$ cat src/rtl/div_op_sequencer.sv
// Buffers operand pairs and issues them one at a time to a multi-cycle signed divider; divide-by-zero is answered
// locally and each divide is bounded by a timeout. in_ready drops only when the FIFO is full; a result is held until out_ready.

module div_op_fifo #(
  parameter int W     = 8,
  parameter int DEPTH = 4
) (
  input  logic                   clk_i,
  input  logic                   rst_i,
  input  logic                   wr_vld_i,
  input  logic [W-1:0]           wr_dat_i,
  input  logic                   rd_rdy_i,
  output logic [W-1:0]           rd_dat_o,
  output logic                   full_o,
  output logic                   empty_o,
  output logic [$clog2(DEPTH):0] count_o
);
  localparam int AW = $clog2(DEPTH);

  logic [W-1:0]  mem_q [DEPTH];
  logic [AW-1:0] wr_ptr_q, rd_ptr_q;
  logic [AW:0]   count_q;
  logic          do_wr, do_rd;

  assign full_o   = (count_q == (AW+1)'(DEPTH));
  assign empty_o  = (count_q == '0);
  assign do_wr    = wr_vld_i && !full_o;
  assign do_rd    = rd_rdy_i && !empty_o;
  assign rd_dat_o = mem_q[rd_ptr_q];
  assign count_o  = count_q;

  // Pointers wrap naturally at the power-of-two depth; the count tells full from empty.
  always_ff @(posedge clk_i or posedge rst_i) begin
    if (rst_i) begin
      wr_ptr_q <= '0;
      rd_ptr_q <= '0;
      count_q  <= '0;
    end else begin
      if (do_wr) wr_ptr_q <= wr_ptr_q + 1'b1;
      if (do_rd) rd_ptr_q <= rd_ptr_q + 1'b1;
      count_q <= count_q + (AW+1)'(do_wr) - (AW+1)'(do_rd);
    end
  end

  always_ff @(posedge clk_i) begin
    if (do_wr) mem_q[wr_ptr_q] <= wr_dat_i;
  end
endmodule

module div_op_sequencer #(
  parameter int tamanyo    = 32,
  parameter int FIFO_DEPTH = 4,
  parameter int TIMEOUT    = 2*tamanyo+8
) (
  input  logic                          CLK,
  input  logic                          RSTa,
  input  logic                          in_valid,
  output logic                          in_ready,
  input  logic [tamanyo-1:0]            in_num,
  input  logic [tamanyo-1:0]            in_den,
  output logic                          Start,
  output logic [tamanyo-1:0]            Num,
  output logic [tamanyo-1:0]            Den,
  input  logic                          Done,
  input  logic [tamanyo-1:0]            Coc,
  input  logic [tamanyo-1:0]            Res,
  output logic                          out_valid,
  input  logic                          out_ready,
  output logic [tamanyo-1:0]            out_coc,
  output logic [tamanyo-1:0]            out_res,
  output logic                          out_dz,
  output logic                          out_tmo,
  output logic                          busy,
  output logic [$clog2(FIFO_DEPTH):0]   fifo_count
);
  localparam int CW = $clog2(TIMEOUT+1);
  localparam logic [CW-1:0] CNT_LAST = CW'(TIMEOUT-1);

  typedef struct packed {
    logic [tamanyo-1:0] num;
    logic [tamanyo-1:0] den;
  } op_t;

  typedef enum logic [1:0] {S_IDLE, S_ISSUE, S_WAIT, S_HOLD} state_t;

  state_t             state_q, state_d;
  logic               start_q, start_d;
  logic [tamanyo-1:0] num_q, num_d, den_q, den_d;
  logic [tamanyo-1:0] coc_q, coc_d, res_q, res_d;
  logic               dz_q, dz_d, tmo_q, tmo_d, vld_q, vld_d;
  logic [CW-1:0]      cnt_q, cnt_d;

  op_t  wr_op, head;
  logic fifo_full, fifo_empty, pop;

  assign wr_op = '{num: in_num, den: in_den};

  div_op_fifo #(.W($bits(op_t)), .DEPTH(FIFO_DEPTH)) u_fifo (
    .clk_i    (CLK),
    .rst_i    (RSTa),
    .wr_vld_i (in_valid),
    .wr_dat_i (wr_op),
    .rd_rdy_i (pop),
    .rd_dat_o (head),
    .full_o   (fifo_full),
    .empty_o  (fifo_empty),
    .count_o  (fifo_count)
  );

  // Held low while reset is applied so every output reads zero during reset.
  assign in_ready  = !fifo_full && !RSTa;
  assign busy      = (state_q != S_IDLE) || !fifo_empty;
  assign Start     = start_q;
  assign Num       = num_q;
  assign Den       = den_q;
  assign out_valid = vld_q;
  assign out_coc   = coc_q;
  assign out_res   = res_q;
  assign out_dz    = dz_q;
  assign out_tmo   = tmo_q;

  always_ff @(posedge CLK or posedge RSTa) begin
    if (RSTa) begin
      state_q <= S_IDLE;
      start_q <= 1'b0;
      num_q   <= '0;
      den_q   <= '0;
      coc_q   <= '0;
      res_q   <= '0;
      dz_q    <= 1'b0;
      tmo_q   <= 1'b0;
      vld_q   <= 1'b0;
      cnt_q   <= '0;
    end else begin
      state_q <= state_d;
      start_q <= start_d;
      num_q   <= num_d;
      den_q   <= den_d;
      coc_q   <= coc_d;
      res_q   <= res_d;
      dz_q    <= dz_d;
      tmo_q   <= tmo_d;
      vld_q   <= vld_d;
      cnt_q   <= cnt_d;
    end
  end

  always_comb begin
    state_d = state_q;
    start_d = 1'b0;
    num_d   = num_q;
    den_d   = den_q;
    coc_d   = coc_q;
    res_d   = res_q;
    dz_d    = dz_q;
    tmo_d   = tmo_q;
    vld_d   = vld_q;
    cnt_d   = cnt_q;
    pop     = 1'b0;
    unique case (state_q)
      S_IDLE: begin
        if (!fifo_empty) begin
          pop = 1'b1;
          if (head.den == '0) begin
            coc_d   = '1;
            res_d   = head.num;
            dz_d    = 1'b1;
            tmo_d   = 1'b0;
            vld_d   = 1'b1;
            state_d = S_HOLD;
          end else begin
            num_d   = head.num;
            den_d   = head.den;
            start_d = 1'b1;
            state_d = S_ISSUE;
          end
        end
      end
      S_ISSUE: begin
        cnt_d   = '0;
        state_d = S_WAIT;
      end
      S_WAIT: begin
        cnt_d = cnt_q + 1'b1;
        // Done wins over a timeout landing on the same edge.
        if (Done) begin
          coc_d   = Coc;
          res_d   = Res;
          dz_d    = 1'b0;
          tmo_d   = 1'b0;
          vld_d   = 1'b1;
          state_d = S_HOLD;
        end else if (cnt_q == CNT_LAST) begin
          coc_d   = '0;
          res_d   = '0;
          dz_d    = 1'b0;
          tmo_d   = 1'b1;
          vld_d   = 1'b1;
          state_d = S_HOLD;
        end
      end
      S_HOLD: begin
        if (out_ready) begin
          vld_d   = 1'b0;
          state_d = S_IDLE;
        end
      end
      default: state_d = S_IDLE;
    endcase
  end
endmodule

$ cat config.mk
export PLATFORM = sky130hd
export DESIGN_NAME = div_op_sequencer
export DESIGN_NICKNAME = d
export VERILOG_FILES = /design/src/rtl/div_op_sequencer.sv
export SDC_FILE = /design/constraint.sdc
export NUM_CORES = 1
export LEC_CHECK = 0
export CAP_MARGIN = 20
export CORE_UTILIZATION = 58
export CTS_BUF_LIST = sky130_fd_sc_hd__clkbuf_8 sky130_fd_sc_hd__clkbuf_16
export DETAILED_ROUTE_END_ITERATION = 6
export PLACE_DENSITY = 0.85
export SKIP_CTS_REPAIR_TIMING = 1
export SLEW_MARGIN = 30
export SYNTH_ARGS = -nofsm -noshare
export SYNTH_HDL_FRONTEND = slang
export SYNTH_SLANG_ARGS = --single-unit
$ cat constraint.sdc
create_clock -name CLK -period 14.46 [get_ports CLK]
set_clock_uncertainty 0.1 [all_clocks]
set_input_delay 2.892 -clock CLK [delete_from_list [all_inputs] [get_ports CLK]]
set_output_delay 2.892 -clock CLK [all_outputs]
set_load 0.02 [all_outputs]
==> impl_results.md, run 1 <==
- CP Capture Type: output port
- WL per Instance: approximately 24 um
- Placed Instances: 1696
- Mapped Nets: 1255
- Yosys warns: 0
- Area leader, netlist: edfxtp_1
- Slew Viols, Final: 0
- Grt ovf: 0
- Levels on crit path: 3
- CP Class: in2out
- CP required: 11.47 ns
- Die H: between 150 and 200 um
- Final setup viols: 0
- Crit path capture: in_ready
- Syn Inst Count: 1110
- RD Place Congestion: 0.837
- Critical path launch point type: input port
- Max-Cap Viols: 0
- Crit Reg-Reg Startpoint: u_fifo.rd_ptr_q[0]
- Vias in the first global route: roughly 12000
- Leakage: 8.15 nW
- Worst EP arrival: 4.20 ns
- Clk_lat worst skew: 0.54 ns
- CP dominant cell by count: clkdlybuf4s50_1
- Fin cells: between 1500 and 2000
- Worst slew pin tran: 0.813 ns
- Top cells by area, synth: edfxtp_1 44%, dfrtp_1 21%, mux4_2 8.3%, mux2_4 4.3%, nand3_1 2.1%
- Placement Rows: 62
- FF-to-FF setup slack: roughly 9.6 ns
- Critical-path cell list: clkdlybuf4s50_1 -> a21oi_1 -> clkdlybuf4s50_1
- PortBufs: 269
- DRC violations left: 0
- Worst Path Buf+Inv: 2
- Core Region: 29000 um^2
- Clock Pin Slew Worst Setup and Hold Paths: 0.05 ns
- Status: completed
- Worst vdd ir: 0.157 mV
- FF/Latch Area: 11400 um^2
- Synth Register Bits: between 400 and 500
- Slew margin rel.: 0.458
- Async SR Flop Fraction: 0.366
- Sequential fraction of the synthesis area: 0.659
- DP Area: between 20000 and 25000 um^2
- EDFF count, synth: between 200 and 300
- Minimum clock period: between 7 and 8 ns
- Total global-route track usage: 0.286
- CTS buffer count: 42
- Die width: 175 um
- Drt pass-1 iters: 5
- Critical-path maximum fanout: 2
- Layout fillers: 1738
- Final Cell Area: 21800 um^2
- Sink Count: about 400
- Most numerous cell in the Yosys netlist: edfxtp_1
- Total wire length: 42900 um
- DPL Wire Length: between 20000 and 30000 um
- Largest net degree at the start of global routing: 105
- Post-synth top area share: 0.445
- Largest stage delay on the critical path: 0.62 ns
- Initial antenna violation count: 5
- Critical Path Start: RSTa
- FF-to-FF path depth: 8
- R2r endpoint: Num[17]
- Synth Flop Type: edfxtp_1
- Area of the multi-input gates: between 5000 and 6000 um^2
- Layout cells sized above 1: 0.186
- Ports: between 200 and 300
- Synth unique cells: 45
- Drt first-iter violations: 1021
- Syn Area/Cell: 15.6 um^2
- Max Buffers Root-to-Sink: 3
- Fin Setup TNS: 0 ns
- Fin nets: 1503
- Min-Delay Path Class: reg2reg
- Peak Freq: between 100 and 150 MHz
- Period utilization: 0.497
- CP delay by family, top: buffers and inverters
- P per Cell Area: 236 nW/um^2
- DR vias: 11100
- Layout area overhead: 26.3%
- Endpoints failing hold: 0
- Routed Antenna Nets: 0
- RSZ-0062 raised after global routing: no
- Root Driver: clkbuf_16
- Vias/cell: 6.26
- TritonCTS clock tree: built
- Synth top cells by count: 256 x edfxtp_1, 148 x dfrtp_1, 72 x nand3_1, 64 x mux4_2, 64 x nor2_1
- Worst path slowest cell: clkdlybuf4s50_1
- First-pass GRT wire length: 66600 um
- Synthesized area: 17300 um^2
- # H-tree levels: 2
- Die area: between 30000 and 40000 um^2
- Starting Density: 0.596
## worst reg2reg max path, cell delays in order (launching register included)
cell and delay [ns]:
dfrtp_4 0.67, buf_6 0.62, mux4_2 0.65, nor4_1 0.50, nand2_1 0.17, or4_4 0.72, and2_4 0.43, buf_4 0.44
mux2_4 0.40
## per-stage QoR
stage	setup WS [ns]	util	hold WS [ns]	power (mW)
after CTS	7.30	0.750	0.409	5.15
after floorplan	7.49	-	0.378	3.22
final	7.27	0.753	0.406	5.15
after global routing	7.23	0.753	0.422	5.39
after global placement	7.32	0.697	0.389	3.92
after detailed placement	7.31	0.701	0.393	4.03
## cell families after synthesis
logic type,count (synthesis),synth area share
buffers and inverters,98,0.0250
xor gates and xnor gates,7,0.00355
muxes,160,0.154
AOI/OAI and AO/OA,179,0.0803
DFF,404,0.659
adders and majority gates,12,0.00912
and+or+nand+nor,250,0.0689
## area by class of cell
type,instances,share of cell area
diodes,2,0.000229
clock buffers,48,0.0524
clock inverters,29,0.0130
inverters,16,0.00309
multi-input cells,608,0.252
flip-flops and latches,404,0.522
well taps,384,0.0220
repair buffers,286,0.135
## state kept, by name (all words and copies together), names as in the netlist
signal and flops:
out_valid 1, out_dz 1, Den 32, out_res 32
Start 1, u_fifo.count_o 3, u_fifo.mem_q 256, u_fifo.wr_ptr_q 2
cnt_q 7, Num 32, u_fifo.rd_ptr_q 2, out_coc 32
state_q 2, out_tmo 1
## layer usage
metal / vias to the layer above / GRT usage / share of wire
li1: 4829 / - / -
met1: 5677 / 0.363 / 0.39
met2: 520 / 0.480 / 0.49
met3: 97 / 0.0744 / 0.090
met4: 6 / 0.0942 / 0.029
met5: - / 0 / 0.00072
## report_power, final
part	switching [mW]	internal (mW)	total (mW)
clock network	0.444	0.659	1.10
logic	1.14	1.08	2.22
registers	0.232	1.60	1.83
total	1.81	3.34	5.15
## worst min path at each step
stage             start  endpoint  slack, ns  depth (start not counted)
5_1_grt          Num[2]    Num[2]       0.42                          1
6_report       cnt_q[0]  cnt_q[0]       0.41                          1
2_1_floorplan  cnt_q[0]  cnt_q[0]       0.38                          1
3_5_place_dp     Den[1]    Den[1]       0.39                          1
4_1_cts        cnt_q[0]  cnt_q[0]       0.41                          1
3_3_place_gp    Den[27]   Den[27]       0.39                          1
## layout by cell type (no fill, tap or decap), types with 3 or more instances in the layout
| master | n |
|---|---|
| a21o_1 | 32 |
| a21oi_1 | 35 |
| a311oi_1 | 3 |
| a32oi_1 | 31 |
| and2_4 | 5 |
| buf_12 | 3 |
| buf_16 | 4 |
| buf_4 | 6 |
| buf_6 | 4 |
| bufinv_16 | 5 |
| clkbuf_16 | 43 |
| clkbuf_8 | 5 |
| clkdlybuf4s50_1 | 268 |
| clkinv_2 | 11 |
| dfrtp_1 | 146 |
| edfxtp_1 | 256 |
| ha_1 | 9 |
| inv_1 | 21 |
| mux2_2 | 16 |
| mux2_4 | 49 |
| mux2i_1 | 31 |
| mux4_2 | 64 |
| nand2_1 | 51 |
| nand3_1 | 72 |
| nor2_1 | 63 |
| nor2b_1 | 31 |
| nor3_1 | 5 |
| nor3b_1 | 3 |
| nor4_1 | 8 |
| o211ai_1 | 31 |
| o21ai_0 | 9 |
| o221a_2 | 29 |
| or3_1 | 3 |
| xnor2_1 | 5 |
No activity file was read; power rests on OpenSTA's default activity.
==> run 2, diff against run 1 <==
--- a/config.mk
+++ b/config.mk
@@ -6,10 +6,10 @@
 export NUM_CORES = 1
 export LEC_CHECK = 0
 export CAP_MARGIN = 20
-export CORE_UTILIZATION = 58
+export CORE_UTILIZATION = 49
 export CTS_BUF_LIST = sky130_fd_sc_hd__clkbuf_8 sky130_fd_sc_hd__clkbuf_16
 export DETAILED_ROUTE_END_ITERATION = 6
-export PLACE_DENSITY = 0.85
+export PLACE_DENSITY = 0.77
 export SKIP_CTS_REPAIR_TIMING = 1
 export SLEW_MARGIN = 30
 export SYNTH_ARGS = -nofsm -noshare
==> constraint.sdc (replaced) <==
create_clock -name CLK -period 5.8 [get_ports CLK]
set_clock_uncertainty 0.1 [all_clocks]
set_input_delay 1.16 -clock CLK [delete_from_list [all_inputs] [get_ports CLK]]
set_output_delay 1.16 -clock CLK [all_outputs]
set_load 0.02 [all_outputs]
==> impl_results.md, run 2 (synthesis gave the netlist of run 1 again) <==
- Power Internal: 8.06 mW (was 3.34 mW)
- Pwr Total: 12.5 mW (was 5.15 mW)
- FF-to-FF setup slack: 1.65 ns (was 9.63 ns)
- Fin Setup TNS: 0 ns (unchanged)
- Clk pwr share: 0.201 (was 0.214)
- DRC violations left: 0 (unchanged)
- WL per Instance: 23.2 um (was 24.2 um)
- Vias in the first global route: 11100 (was 11700)
- Leakage: 8.07 nW (was 8.15 nW)
- Biggest register: u_fifo.mem_q (unchanged)
- Starting Density: 0.499 (was 0.596)
- Core Region: 34600 um^2 (was 29000 um^2)
- CTS buffer count: 42 (unchanged)
- Total wire length: 42900 um (about the same)
- TritonCTS clock tree: built (unchanged)
- Root Driver: clkbuf_16 (unchanged)
- Sink Count: 404 (unchanged)
- CP Capture Type: flip-flop (was output port)
- NetSw: 4.49 mW (was 1.81 mW)
- Pre-CTS WS: 1.63 ns (was 7.31 ns)
- Max reg flops: 256 (unchanged)
- Max Buffers Root-to-Sink: 3 (unchanged)
- First-pass GRT wire length: 65700 um (was 66600 um)
- Endpoints failing hold: 0 (unchanged)
- Most frequent cells in the layout: 268 x clkdlybuf4s50_1, 256 x edfxtp_1, 146 x dfrtp_1 (unchanged)
- Setup WS post-layout: 1.65 ns (was 7.27 ns)
- Drt pass-1 iters: 7 (was 5)
- Final Cell Area: 21700 um^2 (was 21800 um^2)
- Grt ovf: 0 (unchanged)
- Slew Viols, Final: 0 (unchanged)
- Period utilization: 0.716
- RSZ-0062 raised after global routing: no (unchanged)
- Core Util, Final: 0.628 (was 0.753)
- CP required: 6.11 ns (was 11.47 ns)
- DR vias: 10900 (was 11100)
- Fin nets: 1503 (unchanged)
- DPL Wire Length: 26900 um (was 26300 um)
- Critical path launch point type: flip-flop (was input port)
- CP Class: reg2reg (was in2out)
- Initial antenna violation count: 5 (unchanged)
- Placement Rows: 68 (was 62)
- Total global-route track usage: 0.239 (was 0.286)
- Clk_lat worst skew: 0.55 ns (was 0.54 ns)
- Sw Share: 0.358 (was 0.352)
- Worst vdd ir: 0.352 mV (was 0.157 mV)
- Critical-path maximum fanout: 33 (was 2)
- Die width: 190 um (was 175 um)
- Minimum clock period: 4.15 ns
- Fin cells: 1849 (was 1777)
- Layout cells sized above 1: 0.182 (was 0.186)
- P per Cell Area: 577 nW/um^2 (was 236 nW/um^2)
- Worst slew pin tran: 0.975 ns (was 0.813 ns)
- Peak Freq: approximately 240 MHz
- RD Place Congestion: 0.806 (was 0.837)
- Layout fillers: 2528 (was 1738)
- Worst EP arrival: 4.46 ns (was 4.20 ns)
- # H-tree levels: 2 (unchanged)
- Status: completed (unchanged)
- Placed Instances: 1768 (was 1696)
- Comb pwr share: 0.431 (about the same)
- Ports: 270 (unchanged)
- Largest net degree at the start of global routing: 97 (was 105)
- Min-Delay Path Class: reg2reg (unchanged)
- Flop pwr share: 0.368 (was 0.355)
- Clock Pin Slew Worst Setup and Hold Paths: 0.06 ns (was 0.05 ns)
- Die H: 190 um (was 175 um)
- Slew margin rel.: 0.349 (was 0.458)
- Max-Cap Viols: 0 (unchanged)
- Layout area overhead: 25.8% (was 26.3%)
- DP Area: 20400 um^2 (was 20300 um^2)
- Final setup viols: 0 (unchanged)
- Hold Worst Slack: 0.410 ns (was 0.406 ns)
- Die area: 36000 um^2 (was 30500 um^2)
- Routed Antenna Nets: 0 (unchanged)
- PortBufs: 269 (unchanged)
- Drt first-iter violations: 721 (was 1021)
- Most common cell after layout, fill and taps aside: clkdlybuf4s50_1 (unchanged)
- Vias/cell: 5.88 (was 6.26)
run 2: cell count changes in the layout (fill, tap and decap cells not counted), moves of 2 or more:
cell,before,now
clkinv_2,11,9
inv_1,21,25
buf_16,4,1
clkinv_1,2,5
bufinv_16,5,0
buf_4,6,10
run 2: worst max-delay path, cell delays in order, from the launching register on:
cell and delay, ns:
dfrtp_4 0.86, mux4_2 0.61, nor4_1 0.37, nand2_1 0.12, or4_4 0.70, and2_4 0.40
buf_4 0.42, mux2_4 0.37
run 2: worst paths after layout:
kind,startpoint,endpoint,depth (start not counted)
min in group asynchronous,RSTa,u_fifo.count_o[1],2
max reg2reg,u_fifo.rd_ptr_q[0],Num[12],7
min reg2reg,Num[12],Num[12],1
max,u_fifo.rd_ptr_q[0],Num[12],7
max in group asynchronous,RSTa,Num[16],3
min,Num[12],Num[12],1
run 2: layout make-up:
class	count	area, um^2	area share
Sequential cell	404	11400	0.524
Multi-Input combinational cell	608	5520	0.254
Timing Repair Buffer	286	2900	0.133
Clock buffer	48	1130	0.0521
Tap cell	455	569	0.0262
Clock inverter	29	156	0.00719
Inverter	16	65.1	0.00299
Antenna cell	3	7.51	0.000345
run 2: power groups by stage:
stage	Sequential (mW)	Combinational, mW	Clock (mW)
6_report	4.62	5.40	2.52
5_1_grt	4.71	5.79	2.67
3_3_place_gp	4.63	5.21	0
4_1_cts	4.63	5.40	2.56
3_5_place_dp	4.66	5.39	0
2_1_floorplan	4.96	3.07	0
run 2: routing by layer:
layer,wire length (um),GRT usage,part of all wire
met1,17900,0.329,0.42
met4,767,0.0599,0.018
met2,20700,0.384,0.48
met3,3480,0.0583,0.081
met5,58,0,0.0014
==> run 3, diff against run 2 <==
==> constraint.sdc (replaced) <==
create_clock -name CLK -period 3.4 [get_ports CLK]
set_clock_uncertainty 0.1 [all_clocks]
set_input_delay 0.68 -clock CLK [delete_from_list [all_inputs] [get_ports CLK]]
set_output_delay 0.68 -clock CLK [all_outputs]
set_load 0.02 [all_outputs]
==> impl_results.md, run 3 (synthesis gave the netlist of run 1 again) <==
- Status: completed (unchanged)
- R2r endpoint: out_res[26] (was Num[12])
- Worst slew pin tran: 0.963 ns (was 0.975 ns)
- Most frequent cells in the layout: 268 x clkdlybuf4s50_1, 256 x edfxtp_1, 146 x dfrtp_1 (unchanged)
- P per Cell Area: 985 nW/um^2 (was 577 nW/um^2)
- Worst vdd ir: 0.618 mV (was 0.352 mV)
- Max-Cap Viols: 0 (unchanged)
- PortBufs: 269 (unchanged)
- CP Capture Type: flip-flop (unchanged)
- Layout cells sized above 1: 0.204 (was 0.182)
- RD Place Congestion: 0.836 (was 0.806)
- Die width: 190 um (unchanged)
- Ports: 270 (unchanged)
- Comb pwr share: 0.439 (was 0.431)
- Min-Delay Path Class: reg2reg (unchanged)
- CP required: 3.70 ns (was 6.11 ns)
- Initial antenna violation count: 7 (was 5)
- Total global-route track usage: 0.238 (was 0.239)
- Crit Reg-Reg Startpoint: u_fifo.rd_ptr_q[0] (unchanged)
- Critical-path maximum fanout: 59 (was 33)
- Worst EP arrival: 3.58 ns (was 4.46 ns)
- Most common cell after layout, fill and taps aside: clkdlybuf4s50_1 (unchanged)
- Critical Path Start: u_fifo.rd_ptr_q[0] (unchanged)
- FF-to-FF setup slack: 0.12 ns (was 1.65 ns)
- Drt first-iter violations: 794 (was 721)
- Period utilization: 0.964 (was 0.716)
- Largest net degree at the start of global routing: 96 (was 97)
- Power Internal: 14.2 mW (was 8.06 mW)
- Slew Viols, Final: 0 (unchanged)
- Crit path capture: out_res[26] (was Num[12])
- Clk_lat worst skew: 0.54 ns (was 0.55 ns)
- DRC violations left: 0 (unchanged)
- Sw Share: 0.350 (was 0.358)
- Max reg flops: 256 (unchanged)
- WL per Instance: 22.7 um (was 23.2 um)
- Die H: 190 um (unchanged)
- Clk pwr share: 0.208 (was 0.201)
- Layout area overhead: 28.6% (was 25.8%)
- TritonCTS clock tree: built (unchanged)
- Root Driver: clkbuf_16 (unchanged)
- Fin nets: 1532 (was 1503)
- Die area: 36000 um^2 (unchanged)
- Core Region: 34600 um^2 (unchanged)
- Layout fillers: 2452 (was 2528)
- Pwr Total: 21.9 mW (was 12.5 mW)
- Flop pwr share: 0.353 (was 0.368)
- DR vias: 11000 (was 10900)
- Fin cells: 1878 (was 1849)
- Sink Count: 404 (unchanged)
- Routed Antenna Nets: 0 (unchanged)
- Critical path launch point type: flip-flop (unchanged)
- Clock Pin Slew Worst Setup and Hold Paths: 0.06 ns (about the same)
- Final setup viols: 0 (unchanged)
- Total wire length: 42700 um (was 42900 um)
- CP Class: reg2reg (unchanged)
- Placement Rows: 68 (unchanged)
- Grt ovf: 0 (unchanged)
- Drt pass-1 iters: 5 (was 7)
- CTS buffer count: 42 (unchanged)
- Vias/cell: 5.85 (was 5.88)
- RSZ-0062 raised after global routing: yes (was no)
- First-pass GRT wire length: 65800 um (was 65700 um)
- Leakage: 8.32 nW (was 8.07 nW)
- Minimum clock period: 3.28 ns (was 4.15 ns)
- Placed Instances: 1796 (was 1768)
- DPL Wire Length: 27900 um (was 26900 um)
- Peak Freq: 305 MHz (was 241 MHz)
- Slew margin rel.: 0.355 (was 0.349)
- Vias in the first global route: 11500 (was 11100)
- NetSw: 7.67 mW (was 4.49 mW)
- Endpoints failing hold: 0 (unchanged)
- Biggest register: u_fifo.mem_q (unchanged)
- Max Buffers Root-to-Sink: 3 (unchanged)
- FF-to-FF path depth: 9 (was 7)
- Starting Density: 0.499 (unchanged)
- # H-tree levels: 2 (unchanged)
run 3: worst min path at each step:
| stage | start | endpoint | slack [ns] | cells past startpoint |
|---|---|---|---|---|
| 4_1_cts | Num[0] | Num[0] | 0.41 | 1 |
| 5_1_grt | Num[0] | Num[0] | 0.42 | 1 |
| 3_3_place_gp | cnt_q[0] | cnt_q[0] | 0.39 | 1 |
| 6_report | Num[0] | Num[0] | 0.41 | 1 |
| 2_1_floorplan | cnt_q[0] | cnt_q[0] | 0.38 | 1 |
| 3_5_place_dp | Den[31] | Den[31] | 0.40 | 1 |
run 3: layer usage:
| metal | wire (um) | global-route usage |
|---|---|---|
| met1 | 17500 | 0.319 |
| met3 | 3710 | 0.0568 |
| met5 | 70 | 0 |
| met2 | 20500 | 0.390 |
| met4 | 916 | 0.0654 |
run 3: worst max-delay path, cell delays in order, from the launching register on:
cell and delay, ns:
dfrtp_4 0.50, buf_12 0.17, mux4_2 0.54, nor4_2 0.30, nand2_1 0.16, or4_4 0.60, buf_12 0.24, buf_4 0.26
nand3_1 0.10, o211ai_1 0.10
run 3: area by class of cell:
type                    instances  area (um^2)  area share
clock buffers                  47         1140      0.0514
flip-flops and latches        404        11400       0.513
inverters                      16         63.8     0.00287
well taps                     455          569      0.0256
multi-input cells             608         5540       0.249
diodes                          2         5.00    0.000225
repair buffers                315         3280       0.148
clock inverters                31          240      0.0108
run 3: per-stage QoR:
step	area [um^2]	setup TNS (ns)	hold slack, ns	setup slack [ns]	utilization
finish	22200	0	0.408	0.122	0.642
global route	22200	-0.00463	0.422	-0.00463	0.642
CTS	22200	0	0.415	0.0963	0.640
detailed placement	20800	0	0.397	0.112	0.600
global placement	20800	0	0.388	0.129	0.600
floorplan	17300	0	0.378	0.254	-
run 3: power by group through the flow:
stage	sequential (mW)	combinational [mW]	clock [mW]
floorplan	8.46	5.24	0
global placement	7.74	9.39	0
detailed placement	7.80	9.62	0
CTS	7.74	9.67	4.63
global route	7.88	10.3	4.81
finish	7.74	9.61	4.55
